[config.mk]
export PLATFORM = sky130hd
export DESIGN_NAME = write_accounter_flat
export DESIGN_NICKNAME = d
export VERILOG_FILES = /design/src/rtl/write_accounter_if.sv /design/src/rtl/write_accounter.sv /design/src/flat_wrapper.sv
export SDC_FILE = /design/constraint.sdc
export NUM_CORES = 1
export LEC_CHECK = 0
export CORE_MARGIN = 1
export CORE_UTILIZATION = 30
export CTS_CLUSTER_DIAMETER = 60
export CTS_CLUSTER_SIZE = 30
export DETAILED_ROUTE_END_ITERATION = 10
export HOLD_SLACK_MARGIN = 0.02
export PLACE_DENSITY = 0.43
export SETUP_SLACK_MARGIN = 0.5
export SYNTH_ARGS = -nofsm -noshare
export SYNTH_HDL_FRONTEND = slang
export SYNTH_SLANG_ARGS = --single-unit
[constraint.sdc]
create_clock -name aclk -period 7.08 [get_ports aclk]
set_input_delay 2.124 -clock aclk [delete_from_list [all_inputs] [get_ports aclk]]
set_output_delay 2.124 -clock aclk [all_outputs]
set_load 0.005 [all_outputs]
[src/rtl/write_accounter_if.sv]
// Bank-write observation and read-lookup bundle for write_accounter.
// The master side is the memory fabric; the slave side is the live-value table.
interface write_accounter_if #(
  parameter int ADDR_WIDTH   = 8,
  parameter int NB_WRAGENT   = 2,
  parameter int NB_RDAGENT   = 2,
  parameter int SELECT_WIDTH = (NB_WRAGENT == 1) ? 1 : $clog2(NB_WRAGENT)
);
  logic [NB_WRAGENT-1:0]              wren;
  logic [NB_WRAGENT*ADDR_WIDTH-1:0]   wraddr;
  logic [NB_RDAGENT-1:0]              rden;
  logic [NB_RDAGENT*ADDR_WIDTH-1:0]   rdaddr;
  logic [NB_RDAGENT*SELECT_WIDTH-1:0] rdselect;

  modport master (
    output wren, wraddr, rden, rdaddr,
    input  rdselect
  );

  modport slave (
    input  wren, wraddr, rden, rdaddr,
    output rdselect
  );
endinterface

[src/rtl/write_accounter.sv]
// Live-value table: remembers which write bank last wrote each address and tells read agents.
// Optional saturating collision counter enabled by macro WRACC_COLLISION_CNT_EN.
module write_accounter #(
  parameter int ADDR_WIDTH   = 8,
  parameter int NB_WRAGENT   = 2,
  parameter int NB_RDAGENT   = 2,
  parameter int SELECT_WIDTH = (NB_WRAGENT == 1) ? 1 : $clog2(NB_WRAGENT),
  parameter int CNT_WIDTH    = 16
) (
  input  logic             aclk,
  input  logic             aresetn,
  write_accounter_if.slave bus,
  output logic             wrcollide
`ifdef WRACC_COLLISION_CNT_EN
  ,
  output logic [CNT_WIDTH-1:0] collide_cnt
`endif
);
  localparam int DEPTH = 2 ** ADDR_WIDTH;

  logic collide;

  // Read enables do not influence the lookup or the collision flag.
  wire unused_rden = &{1'b0, bus.rden};

  generate
    if (NB_WRAGENT > 1) begin : g_table
      logic [SELECT_WIDTH-1:0] entry_q [DEPTH];

      always_comb begin
        collide = 1'b0;
        for (int i = 0; i < NB_WRAGENT; i++) begin
          for (int k = i + 1; k < NB_WRAGENT; k++) begin
            if (bus.wren[i] && bus.wren[k] &&
                (bus.wraddr[ADDR_WIDTH*i +: ADDR_WIDTH] == bus.wraddr[ADDR_WIDTH*k +: ADDR_WIDTH]))
              collide = 1'b1;
          end
        end
      end

      // Ascending loop order makes the highest agent index win on a shared address.
      always_ff @(posedge aclk or negedge aresetn) begin
        if (!aresetn) begin
          for (int d = 0; d < DEPTH; d++) entry_q[d] <= '0;
          wrcollide <= 1'b0;
        end else begin
          for (int i = 0; i < NB_WRAGENT; i++) begin
            if (bus.wren[i])
              entry_q[bus.wraddr[ADDR_WIDTH*i +: ADDR_WIDTH]] <= SELECT_WIDTH'(i);
          end
          wrcollide <= collide;
        end
      end

      // No write bypass: a same-cycle write shows up only after the edge.
      always_comb begin
        bus.rdselect = '0;
        for (int j = 0; j < NB_RDAGENT; j++)
          bus.rdselect[SELECT_WIDTH*j +: SELECT_WIDTH] =
            entry_q[bus.rdaddr[ADDR_WIDTH*j +: ADDR_WIDTH]];
      end
    end else begin : g_single
      // A single bank is always live; no table storage is needed.
      wire unused_single = &{1'b0, bus.wren, bus.wraddr, bus.rdaddr};
      assign collide      = 1'b0;
      assign wrcollide    = 1'b0;
      assign bus.rdselect = '0;
    end
  endgenerate

`ifdef WRACC_COLLISION_CNT_EN
  always_ff @(posedge aclk or negedge aresetn) begin
    if (!aresetn)
      collide_cnt <= '0;
    else if (collide && (collide_cnt != {CNT_WIDTH{1'b1}}))
      collide_cnt <= collide_cnt + CNT_WIDTH'(1);
  end
`else
  localparam int unused_cnt_width = CNT_WIDTH;
`endif
endmodule

[src/flat_wrapper.sv]
// flat-port wrapper written by rule: the top's interface ports become plain ports
module write_accounter_flat 
#(
  parameter int ADDR_WIDTH   = 8,
  parameter int NB_WRAGENT   = 2,
  parameter int NB_RDAGENT   = 2,
  parameter int SELECT_WIDTH = (NB_WRAGENT == 1) ? 1 : $clog2(NB_WRAGENT),
  parameter int CNT_WIDTH    = 16
)
  (aclk, aresetn, wrcollide, bus_wren, bus_wraddr, bus_rden, bus_rdaddr, bus_rdselect);
  write_accounter_if #(.ADDR_WIDTH(ADDR_WIDTH), .NB_WRAGENT(NB_WRAGENT), .NB_RDAGENT(NB_RDAGENT), .SELECT_WIDTH(SELECT_WIDTH)) bus_i ();
  input  logic aclk;
  input  logic aresetn;
  output logic wrcollide;
  input wire logic [$bits(bus_i.wren)-1:0] bus_wren;
  input wire logic [$bits(bus_i.wraddr)-1:0] bus_wraddr;
  input wire logic [$bits(bus_i.rden)-1:0] bus_rden;
  input wire logic [$bits(bus_i.rdaddr)-1:0] bus_rdaddr;
  output wire logic [$bits(bus_i.rdselect)-1:0] bus_rdselect;
  assign bus_i.wren = bus_wren;
  assign bus_i.wraddr = bus_wraddr;
  assign bus_i.rden = bus_rden;
  assign bus_i.rdaddr = bus_rdaddr;
  assign bus_rdselect = bus_i.rdselect;
  write_accounter #(.ADDR_WIDTH(ADDR_WIDTH), .NB_WRAGENT(NB_WRAGENT), .NB_RDAGENT(NB_RDAGENT), .SELECT_WIDTH(SELECT_WIDTH), .CNT_WIDTH(CNT_WIDTH)) u_core (.aclk(aclk), .aresetn(aresetn), .bus(bus_i), .wrcollide(wrcollide));
endmodule
==> results.json, run 1 <==
{
  "run_status": "complete, no violations",
  "worstHoldPathType": "flop to flop",
  "clockPowerShare_pct": 43.9,
  "design.core.area_mm2": 0.0470,
  "detail_route.vias_per_cell": 6.14,
  "wirelength_um": 61700,
  "rsz0062_at_grt": "false",
  "static-leakage-power_nw": 6.91,
  "finish.instance_area_mm2": 0.0170,
  "grt_overflow_total": 0,
  "finalMaxSlewViolations": 0,
  "holdCritStartpoint": "u_core.g_table.entry_q[8]$_DFF_PN0_",
  "power.internal_mw": 2.82,
  "synth_ff_type": "sky130_fd_sc_hd__dfrtp_1",
  "die_h_um": 221,
  "vias": 12811,
  "detail_route.wl_per_cell_um": 29.6,
  "yosys_top_cell_area_share_pct": 44.6,
  "cts_tree": "built",
  "layout_worst_path_cycle_share_pct": 92.0,
  "synth.avg_cell_area_um2": 10.1,
  "endpoint_kind_of_the_worst_setup_timing_path": "primary output",
  "share_seq_of_total_power_pct": 41.8,
  "drt.antenna.violating_nets": 0,
  "worst_ep_required_time_ps": 4960,
  "setup_viol": 0,
  "critPathLaunch": "bus_rdaddr[2]",
  "postSynthCellCount": 1422,
  "cts.sinks": 257,
  "setup.reg_to_reg.worst_slack_ps": 6270,
  "seq_total_area_yosys_pct": 44.6,
  "dpl-instance-area_mm2": 0.0156,
  "fp.dieW_um": 221,
  "layout.cells.most_common_list": "529 x sky130_fd_sc_hd__o21ai_0, 257 x sky130_fd_sc_hd__dfrtp_1, 142 x sky130_fd_sc_hd__mux2i_1",
  "clkLatencyLatePin_ps": 610,
  "pwr_density_cell_mw_per_mm2": 237,
  "switchingPower_mw": 1.20,
  "final_period_minus_worst_setup_slack_ps": 6520,
  "rr_startpoint": "u_core.g_table.entry_q[37]$_DFF_PN0_",
  "grt_start_max_net_pins": 110,
  "async_flop_share_pct": 100,
  "skew_ps": 0,
  "layout.core_utilization_pct": 36.1,
  "grt_first_pass_wirelength_um": 89400,
  "crit_path_start_kind": "input port",
  "io_buffers": 38,
  "path_clk_slew_ps": 60,
  "rows": 79,
  "setup.worst_path.class": "input port to primary output",
  "finalHoldViolCount": 0,
  "synthToLayoutAreaGrowth_pct": 17.6,
  "proportion_of_layout_cells_with_a_drive_suffix_above_1_pct": 16.4,
  "max-slew-margin-rel_pct": 20.7,
  "ys_seq_elements": 257,
  "max_slew.worst_pin.slew_ps": 1190,
  "post_cts_hold_buffer_count": 0,
  "dp_hpwl_um": 38800,
  "final_net_count": 1489,
  "p_comb_share_pct": 14.4,
  "grt_use_total_pct": 25.1,
  "detail_route.drc_violations": 0,
  "synth_top_cell_by_area": "sky130_fd_sc_hd__dfrtp_1",
  "synth_edf_count": 0,
  "ctsLongestPathBuffers": 3,
  "vdd_ir_drop_max_v": 0.000178,
  "gp_congestion": 0.864,
  "layout.cells.most_common": "sky130_fd_sc_hd__o21ai_0",
  "postSynthNetCount": 1460,
  "total_power_mw": 4.02,
  "drt_pre_antenna_iters": 6,
  "synthDistinctLibCells": 44,
  "syn_area_mm2": 0.0144,
  "grt_pass1_vias": 12496,
  "main_area_contributors_after_synthesis": "sky130_fd_sc_hd__dfrtp_1 45%, sky130_fd_sc_hd__o21ai_0 18%, sky130_fd_sc_hd__mux2i_1 9.9%, sky130_fd_sc_hd__mux4_2 8.9%, sky130_fd_sc_hd__clkbuf_1 2.3%",
  "worstHoldPathCells": 2,
  "endpoint_worst_hold": "u_core.g_table.entry_q[8]$_DFF_PN0_",
  "capture_point_of_the_worst_reg_to_reg_path": "u_core.g_table.entry_q[37]$_DFF_PN0_",
  "synth-warning-count": 0,
  "start_util_pct": 30.7,
  "antenna_found_initial": 0,
  "timing.fmax_ghz": 0.153,
  "die_area_mm2": 0.0489,
  "worst-r2r-cell-count": 2,
  "cts_htree_levels": 1,
  "swShare_pct": 29.7,
  "root_buffer": "sky130_fd_sc_hd__clkbuf_16",
  "worst_ep_arrival_time_ps": 4390,
  "cap_violations": 0,
  "drt_iter0_drc": 1473,
  "floorplan.io_pins": 41,
  "largest_driver_fanout_on_the_critical_path": 4,
  "cts_made_buffers": 31
}
[power groups by stage]
stage          clock, mW  sequential, mW  combinational (mW)
6_report            1.76            1.68               0.577
2_1_floorplan          0            1.67               0.351
3_5_place_dp           0            1.70               0.564
3_3_place_gp           0            1.70               0.557
4_1_cts             1.79            1.67               0.570
5_1_grt             1.85            1.69               0.628
[critical path, cell delays in order]
cell and delay, ps:
sky130_fd_sc_hd__clkdlybuf4s50_1 470, sky130_fd_sc_hd__buf_6 130, sky130_fd_sc_hd__or3b_4 390, sky130_fd_sc_hd__buf_4 170, sky130_fd_sc_hd__o22ai_1 160, sky130_fd_sc_hd__nor2_1 80, sky130_fd_sc_hd__nand3_1 100, sky130_fd_sc_hd__nand3_1 160
sky130_fd_sc_hd__o2111ai_1 220, sky130_fd_sc_hd__o31a_1 240, sky130_fd_sc_hd__clkbuf_2 140
[layer usage]
metal / vias to the layer above / wire, um / global-route usage, %
met5: - / 0 / 0
met4: 0 / 2180 / 8.87
met3: 101 / 4920 / 4.55
met2: 610 / 27000 / 37.1
met1: 6650 / 27600 / 36.6
li1: 5450 / - / -
[worst max path at each step]
stage,end,slack [ps],cells after the start
after floorplan,bus_rdselect[0],1320,8
after global placement,bus_rdselect[0],-10,10
after detailed placement,bus_rdselect[0],-20,10
after CTS,bus_rdselect[0],460,10
after global routing,bus_rdselect[1],500,10
final,bus_rdselect[0],560,11
[synth_stat cells (5+ instances only)]
master	count
sky130_fd_sc_hd__clkbuf_1	90
sky130_fd_sc_hd__nor3_1	13
sky130_fd_sc_hd__mux2i_1	142
sky130_fd_sc_hd__nand3_1	37
sky130_fd_sc_hd__xnor2_1	8
sky130_fd_sc_hd__a221oi_1	16
sky130_fd_sc_hd__nor2_1	24
sky130_fd_sc_hd__dfrtp_1	257
sky130_fd_sc_hd__nand2_1	56
sky130_fd_sc_hd__nor2b_1	18
sky130_fd_sc_hd__buf_4	7
sky130_fd_sc_hd__o22ai_1	54
sky130_fd_sc_hd__buf_2	15
sky130_fd_sc_hd__mux4_2	57
sky130_fd_sc_hd__o21ai_0	532
sky130_fd_sc_hd__a22oi_1	6
sky130_fd_sc_hd__buf_6	11
sky130_fd_sc_hd__nand3b_1	8
sky130_fd_sc_hd__nand2b_1	8
sky130_fd_sc_hd__mux4_1	5
[registers in the layout, summed over array words and instances, names as in the netlist]
register                cells
u_core.g_table.entry_q    256
u_core.wrcollide            1
[kinds of logic (layout without fill, tap and decap cells)]
family | Yosys count | in the layout | synth area share (%)
AOI/OAI and AO/OA | 628 | 628 | 23.4
DFF | 257 | 257 | 44.6
muxes | 204 | 204 | 19.7
and+or+nand+nor | 194 | 194 | 6.90
buffers and inverters | 131 | 185 | 4.90
xor gates and xnor gates | 8 | 8 | 0.486
other | 0 | 3 | 0
[through the flow]
stage               cells  hold slack [ps]  worst slack, ps  setup TNS [ps]
floorplan            1422              480             1320               0
global placement     2020              500            -14.8           -14.8
detailed placement   2020              515            -19.9           -19.9
CTS                  2082              529              464               0
global route         2083              552              504               0
finish               2086              528              564               0
[area by class of cell]
type | count | area [um^2]
Tap cell | 607 | 759
Clock inverter | 26 | 328
Inverter | 1 | 3.75
Multi-Input combinational cell | 1034 | 7390
Timing Repair Buffer | 126 | 1250
Clock buffer | 32 | 790
Sequential cell | 257 | 6430
Fill cell | 4682 | 30000
Antenna cell | 3 | 7.51
[what timing repair did]
action	CTS	global route
gates cloned	0	0
resized for setup	26	23
pin swaps	5	11
setup endpoints to repair	2	2
buffers inserted	4	1
No activity file was read; power rests on OpenSTA's default activity.
==> inputs of run 2 (changes only) <==
--- a/config.mk
+++ b/config.mk
@@ -7,12 +7,12 @@
 export LEC_CHECK = 0
 export CORE_MARGIN = 1
 export CORE_UTILIZATION = 30
-export CTS_CLUSTER_DIAMETER = 60
+export CTS_CLUSTER_DIAMETER = 50
 export CTS_CLUSTER_SIZE = 30
 export DETAILED_ROUTE_END_ITERATION = 10
 export HOLD_SLACK_MARGIN = 0.02
-export PLACE_DENSITY = 0.43
 export SETUP_SLACK_MARGIN = 0.5
+export SKIP_LAST_GASP = 1
 export SYNTH_ARGS = -nofsm -noshare
 export SYNTH_HDL_FRONTEND = slang
 export SYNTH_SLANG_ARGS = --single-unit
==> run 2 against run 1 <==
Effect of this change: global-route usage is 2.4 points lower; worst setup slack worse by 31 ps; combinational power is 2% lower; final area is 0.32% lower; count of clock-buffer cells in the layout is 10 higher; critical path depth is 2 lower; largest power group unchanged.
==> results.json, run 2 (synthesized netlist as in run 1, its figures left out) <==
{
  "drt_iter0_drc": 1848,
  "clockPowerShare_pct": 45.3,
  "setup.worst_path.class": "input port to primary output",
  "crit_path_start_kind": "input port",
  "path_cells": "buf_4, buf_12, mux4_2, o21ai_0, nand3_1, nand4b_1, o31ai_1, o31a_1, buf_2",
  "timing.fmax_ghz": 0.153,
  "final_net_count": 1482,
  "endpoint_kind_of_the_worst_setup_timing_path": "primary output",
  "detail_route.drc_violations": 0,
  "largest_register_by_flop_count": "u_core.g_table.entry_q",
  "max-slew-margin-rel_pct": 23.7,
  "p_comb_share_pct": 13.8,
  "worst_ep_arrival_time_ps": 4420,
  "synthToLayoutAreaGrowth_pct": 17.3,
  "multi_input_area_mm2": 0.00738,
  "floorplan.io_pins": 41,
  "final_period_minus_worst_setup_slack_ps": 6550,
  "dp_hpwl_um": 35100,
  "seq_area_mm2": 0.00643,
  "max_slew.worst_pin.slew_ps": 1140,
  "worstHoldPathType": "flop to flop",
  "worst_ep_required_time_ps": 4960,
  "grt_overflow_total": 0,
  "design.core.area_mm2": 0.0470,
  "pwr_density_cell_mw_per_mm2": 243,
  "cts_tree": "built",
  "finalMaxSlewViolations": 0,
  "ctsLongestPathBuffers": 3,
  "swShare_pct": 27.3,
  "cts.sinks": 257,
  "hold_ws_ps": 532,
  "grt_first_pass_wirelength_um": 83500,
  "slowest_delay_ps": 530,
  "grt_use_total_pct": 22.7,
  "wirelength_um": 56200,
  "reg.largest.list": "u_core.g_table.entry_q x256, u_core.wrcollide x1",
  "root_buffer": "sky130_fd_sc_hd__clkbuf_16",
  "static-leakage-power_nw": 6.85,
  "gp_congestion": 0.928,
  "vias": 13103,
  "vdd_ir_drop_max_v": 0.000138,
  "layout.core_utilization_pct": 36.0,
  "cts_htree_levels": 2,
  "layout_worst_path_cycle_share_pct": 92.5,
  "io_buffers": 38,
  "drt_pre_antenna_iters": 6,
  "run_status": "complete, no violations",
  "setup_viol": 0,
  "setup_tns_ps": 0,
  "fp.dieW_um": 221,
  "drt.antenna.violating_nets": 0,
  "detail_route.wl_per_cell_um": 27.1,
  "finalHoldViolCount": 0,
  "skew_ps": 0,
  "layout.cells.most_common": "sky130_fd_sc_hd__o21ai_0",
  "rows": 79,
  "critical_path.slowest_cell": "sky130_fd_sc_hd__mux4_2",
  "grt_start_max_net_pins": 141,
  "rsz0062_at_grt": "true",
  "layout.cells.most_common_list": "529 x sky130_fd_sc_hd__o21ai_0, 257 x sky130_fd_sc_hd__dfrtp_1, 140 x sky130_fd_sc_hd__mux2i_1",
  "die_h_um": 221,
  "fillerInstances": 4619,
  "detail_route.vias_per_cell": 6.32,
  "die_area_mm2": 0.0489,
  "cts_made_buffers": 35,
  "post_cts_hold_buffer_count": 0,
  "grt_pass1_vias": 12784,
  "total_power_mw": 4.11,
  "power.internal_mw": 2.99,
  "start_util_pct": 30.7,
  "share_seq_of_total_power_pct": 40.9,
  "clkLatencyLatePin_ps": 510,
  "antenna_found_initial": 3,
  "proportion_of_layout_cells_with_a_drive_suffix_above_1_pct": 15.8,
  "largest_driver_fanout_on_the_critical_path": 18,
  "path_clk_slew_ps": 50,
  "largest_register_ffs": 256,
  "switchingPower_mw": 1.12,
  "cap_violations": 0
}
## run 2: worst paths after layout
path / end / startpoint / slack [ps] / cells past startpoint
worst max-delay path: bus_rdselect[1] / bus_rdaddr[9] / 530 / 9
worst min-delay path: u_core.g_table.entry_q[117]$_DFF_PN0_ / u_core.g_table.entry_q[117]$_DFF_PN0_ / 530 / 2
worst max register to register: u_core.g_table.entry_q[142]$_DFF_PN0_ / u_core.g_table.entry_q[142]$_DFF_PN0_ / 6250 / 2
worst min register to register: u_core.g_table.entry_q[117]$_DFF_PN0_ / u_core.g_table.entry_q[117]$_DFF_PN0_ / 530 / 2
max in group asynchronous: u_core.g_table.entry_q[226]$_DFF_PN0_ / aresetn / 4050 / 2
min in group asynchronous: u_core.g_table.entry_q[11]$_DFF_PN0_ / aresetn / 1730 / 1
## run 2: what timing repair did
| action | in CTS | in global routing |
|---|---|---|
| setup endpoints to repair | 2 | 2 |
| cloned | 1 | 0 |
| gates resized for setup | 44 | 16 |
| pin swaps | 4 | 4 |
| setup buffers | 3 | 2 |
## run 2: power by group through the flow
stage	clock (mW)	sequential (mW)	combinational, mW
final	1.86	1.68	0.567
after global routing	1.94	1.69	0.610
after CTS	1.87	1.67	0.552
after detailed placement	0	1.70	0.542
after global placement	0	1.69	0.530
after floorplan	0	1.67	0.351
## run 2: worst max-delay path, delay by kind of cell
kind,cells,cell delay (ps)
compound gates,3,790
buf+inv,3,660
mux,1,530
simple gates,2,310
## run 2: through the flow
step / instances / setup WS, ps / instance area (um^2)
global route: 2073 / 477 / 16900
global placement: 2008 / -44.0 / 15500
detailed placement: 2008 / -26.8 / 15500
floorplan: 1422 / 1320 / 14400
CTS: 2071 / 482 / 16800
finish: 2074 / 534 / 16900
## run 2: final cells by class
| type | instances | share of cell area [%] |
|---|---|---|
| Sequential cell | 257 | 38.0 |
| Tap cell | 607 | 4.49 |
| Timing Repair Buffer | 115 | 6.65 |
| Clock buffer | 42 | 5.71 |
| Antenna cell | 1 | 0.0148 |
| Inverter | 1 | 0.0222 |
| Multi-Input combinational cell | 1034 | 43.6 |
| Clock inverter | 17 | 1.43 |
## run 2: layer usage
layer  GRT usage (%)  vias up  wire length, um
met5               0        -               18
met4            9.84        2             2360
met3            5.06      150             6020
met2            34.2      882            25000
met1            31.2     6644            22700
li1                -     5425                -
==> inputs of run 3 (changes only) <==
--- a/config.mk
+++ b/config.mk
@@ -5,6 +5,7 @@
 export SDC_FILE = /design/constraint.sdc
 export NUM_CORES = 1
 export LEC_CHECK = 0
+export ABC_AREA = 1
 export CORE_MARGIN = 1
 export CORE_UTILIZATION = 30
 export CTS_CLUSTER_DIAMETER = 50
==> run 3 against run 2 <==
Effect of this change: routed wire length is 21% higher; critical path depth is 5 higher; clock power is 9.7% higher; total power is 6.3% higher; non-clock buffer count is 26 lower; flip-flop and latch count stayed put; critical path type unchanged.
==> results.json, run 3 <==
{
  "run_status": "complete, no violations",
  "seq_area_mm2": 0.00643,
  "synthDistinctLibCells": 23,
  "grt_most_used_layer": "met2",
  "power.internal_mw": 3.09,
  "finalHoldViolCount": 0,
  "reg.largest.list": "u_core.g_table.entry_q x256, u_core.wrcollide x1",
  "grt_start_max_net_pins": 108,
  "worst_ep_required_time_ps": 4960,
  "synth_common_cells": "588 x sky130_fd_sc_hd__nand2_1, 513 x sky130_fd_sc_hd__nand3_1, 471 x sky130_fd_sc_hd__o21ai_0",
  "max_slew.worst_pin.slew_ps": 1310,
  "multi_input_area_mm2": 0.00769,
  "post_cts_hold_buffer_count": 0,
  "worstHoldPathType": "flop to flop",
  "dp_hpwl_um": 38000,
  "switchingPower_mw": 1.27,
  "timing.fmax_ghz": 0.153,
  "postSynthCellCount": 2145,
  "finalMaxSlewViolations": 0,
  "cts_made_buffers": 37,
  "start_util_pct": 30.4,
  "largest_driver_fanout_on_the_critical_path": 29,
  "synthToLayoutAreaGrowth_pct": 15.5,
  "pwr_density_cell_mw_per_mm2": 248,
  "io_buffers": 38,
  "crit_path_start_kind": "input port",
  "detail_route.drc_violations": 0,
  "final_net_count": 2132,
  "globalRouteMet1Util_pct": 34.0,
  "seq_total_area_yosys_pct": 42.2,
  "die_h_um": 227,
  "wirelength_um": 67700,
  "antenna_found_initial": 1,
  "cap_violations": 0,
  "async_flop_share_pct": 100,
  "grt_overflow_total": 0,
  "clkLatencyLatePin_ps": 540,
  "max-slew-margin-rel_pct": 12.4,
  "setup_tns_ps": 0,
  "share_seq_of_total_power_pct": 38.5,
  "static-leakage-power_nw": 7.21,
  "p_comb_share_pct": 14.8,
  "path_clk_slew_ps": 50,
  "swShare_pct": 29.2,
  "postSynthNetCount": 2183,
  "rsz0062_at_grt": "false",
  "layout.cells.most_common": "sky130_fd_sc_hd__nand2_1",
  "largest_register_ffs": 256,
  "drt.antenna.violating_nets": 0,
  "gr-usage-met3_pct": 8.12,
  "cts.sinks": 257,
  "endpoint_kind_of_the_worst_setup_timing_path": "primary output",
  "critPathLaunch": "bus_rdaddr[8]",
  "synth_edf_count": 0,
  "rr_startpoint": "u_core.g_table.entry_q[175]$_DFF_PN0_",
  "root_buffer": "sky130_fd_sc_hd__clkbuf_16",
  "synthMostInstantiatedCell": "sky130_fd_sc_hd__nand2_1",
  "grt_use_met2_pct": 37.9,
  "drt_pre_antenna_iters": 6,
  "largest_register_by_flop_count": "u_core.g_table.entry_q",
  "fp.dieW_um": 227,
  "ys_seq_elements": 257,
  "synth_ff_type": "sky130_fd_sc_hd__dfrtp_1",
  "synth_top_cell_by_area": "sky130_fd_sc_hd__dfrtp_1",
  "clockPowerShare_pct": 46.8,
  "design.core.area_mm2": 0.0502,
  "detail_route.wl_per_cell_um": 24.2,
  "floorplan.io_pins": 41,
  "setup.worst_path.class": "input port to primary output",
  "final_period_minus_worst_setup_slack_ps": 6520,
  "gp_congestion": 0.963,
  "cts_htree_levels": 2,
  "holdCritStartpoint": "u_core.g_table.entry_q[171]$_DFF_PN0_",
  "synth-warning-count": 0,
  "proportion_of_layout_cells_with_a_drive_suffix_above_1_pct": 6.46,
  "grt_use_total_pct": 25.8,
  "total_power_mw": 4.37,
  "vias": 16910,
  "rows": 82,
  "grt_first_pass_wirelength_um": 99100,
  "die_area_mm2": 0.0517,
  "synth.avg_cell_area_um2": 7.10,
  "layout_worst_path_cycle_share_pct": 92.1,
  "grt_pass1_vias": 15954,
  "vdd_ir_drop_max_v": 0.000193,
  "ctsLongestPathBuffers": 3,
  "layout.cells.most_common_list": "587 x sky130_fd_sc_hd__nand2_1, 511 x sky130_fd_sc_hd__nand3_1, 471 x sky130_fd_sc_hd__o21ai_0",
  "main_area_contributors_after_synthesis": "sky130_fd_sc_hd__dfrtp_1 42%, sky130_fd_sc_hd__nand3_1 17%, sky130_fd_sc_hd__o21ai_0 15%, sky130_fd_sc_hd__nand2_1 14%, sky130_fd_sc_hd__buf_4 2.8%",
  "drt_iter0_drc": 2542,
  "detail_route.vias_per_cell": 6.05,
  "fillerInstances": 5204,
  "syn_area_mm2": 0.0152,
  "skew_ps": 0,
  "cts_tree": "built",
  "setup_viol": 0,
  "yosys_top_cell_area_share_pct": 42.2,
  "worst_ep_arrival_time_ps": 4390
}
==> run 3: area by class of cell <==
type	instances	area share (%)
multi-input combinational	1661	43.7
sequential	257	36.6
clock buffer	48	6.14
timing repair buffer	89	6.08
tap	672	4.78
clock inverter	18	1.53
inverter	48	1.15
antenna	2	0.0285
==> run 3: kinds of logic after synthesis <==
group,share of synthesized area [%]
xor+xnor,0.230
flops,42.2
buf+inv,7.36
compound gates,17.6
simple gates,32.6
==> run 3: critical path, cell delays in order <==
cell and delay, ps:
sky130_fd_sc_hd__buf_4 190, sky130_fd_sc_hd__inv_4 200, sky130_fd_sc_hd__buf_16 220, sky130_fd_sc_hd__nand2_1 80, sky130_fd_sc_hd__nand3_1 90, sky130_fd_sc_hd__nand3_1 80
sky130_fd_sc_hd__nand3_1 140, sky130_fd_sc_hd__nand3_1 130, sky130_fd_sc_hd__nand2_1 210, sky130_fd_sc_hd__nand2_1 70, sky130_fd_sc_hd__nand3_1 90, sky130_fd_sc_hd__nand3_1 100
sky130_fd_sc_hd__nand2_2 120, sky130_fd_sc_hd__clkdlybuf4s50_1 510
==> run 3: final timing paths <==
kind / endpoint / slack (ps) / cells after the start
max: bus_rdselect[1] / 560 / 14
min: u_core.g_table.entry_q[171]$_DFF_PN0_ / 530 / 2
max reg2reg: u_core.g_table.entry_q[175]$_DFF_PN0_ / 6230 / 2
min reg2reg: u_core.g_table.entry_q[171]$_DFF_PN0_ / 530 / 2
max in group asynchronous: u_core.g_table.entry_q[113]$_DFF_PN0_ / 4170 / 2
min in group asynchronous: u_core.g_table.entry_q[149]$_DFF_PN0_ / 1620 / 1
==> run 3: per-stage QoR <==
stage	instances	hold slack [ps]	worst slack, ps	utilization (%)	instance area [um^2]
after floorplan	2145	491	1830	-	15200
after global placement	2722	512	387	32.0	16000
after detailed placement	2722	521	381	32.0	16000
after CTS	2789	535	559	34.7	17400
after global routing	2793	559	500	35.0	17600
final	2795	532	561	35.1	17600
==> run 3: routing by layer <==
layer / wire, um / share of wire, %
met5: 0 / 0
met4: 3670 / 5.4
met3: 9440 / 14
met2: 28800 / 42
met1: 25900 / 38
==> run 3: timing repair <==
action / CTS / global route
pin swaps: 0 / 0
setup endpoints to repair: 1 / 2
cloned: 0 / 4
gates resized for setup: 1 / 17
setup buffers: 1 / 0
==> run 3: power groups by stage <==
| stage | sequential [mW] | clock [mW] | combinational, mW |
|---|---|---|---|
| finish | 1.68 | 2.04 | 0.645 |
| global route | 1.69 | 2.12 | 0.703 |
| CTS | 1.68 | 2.06 | 0.611 |
| detailed placement | 1.70 | 0 | 0.608 |
| global placement | 1.69 | 0 | 0.597 |
| floorplan | 1.68 | 0 | 0.389 |
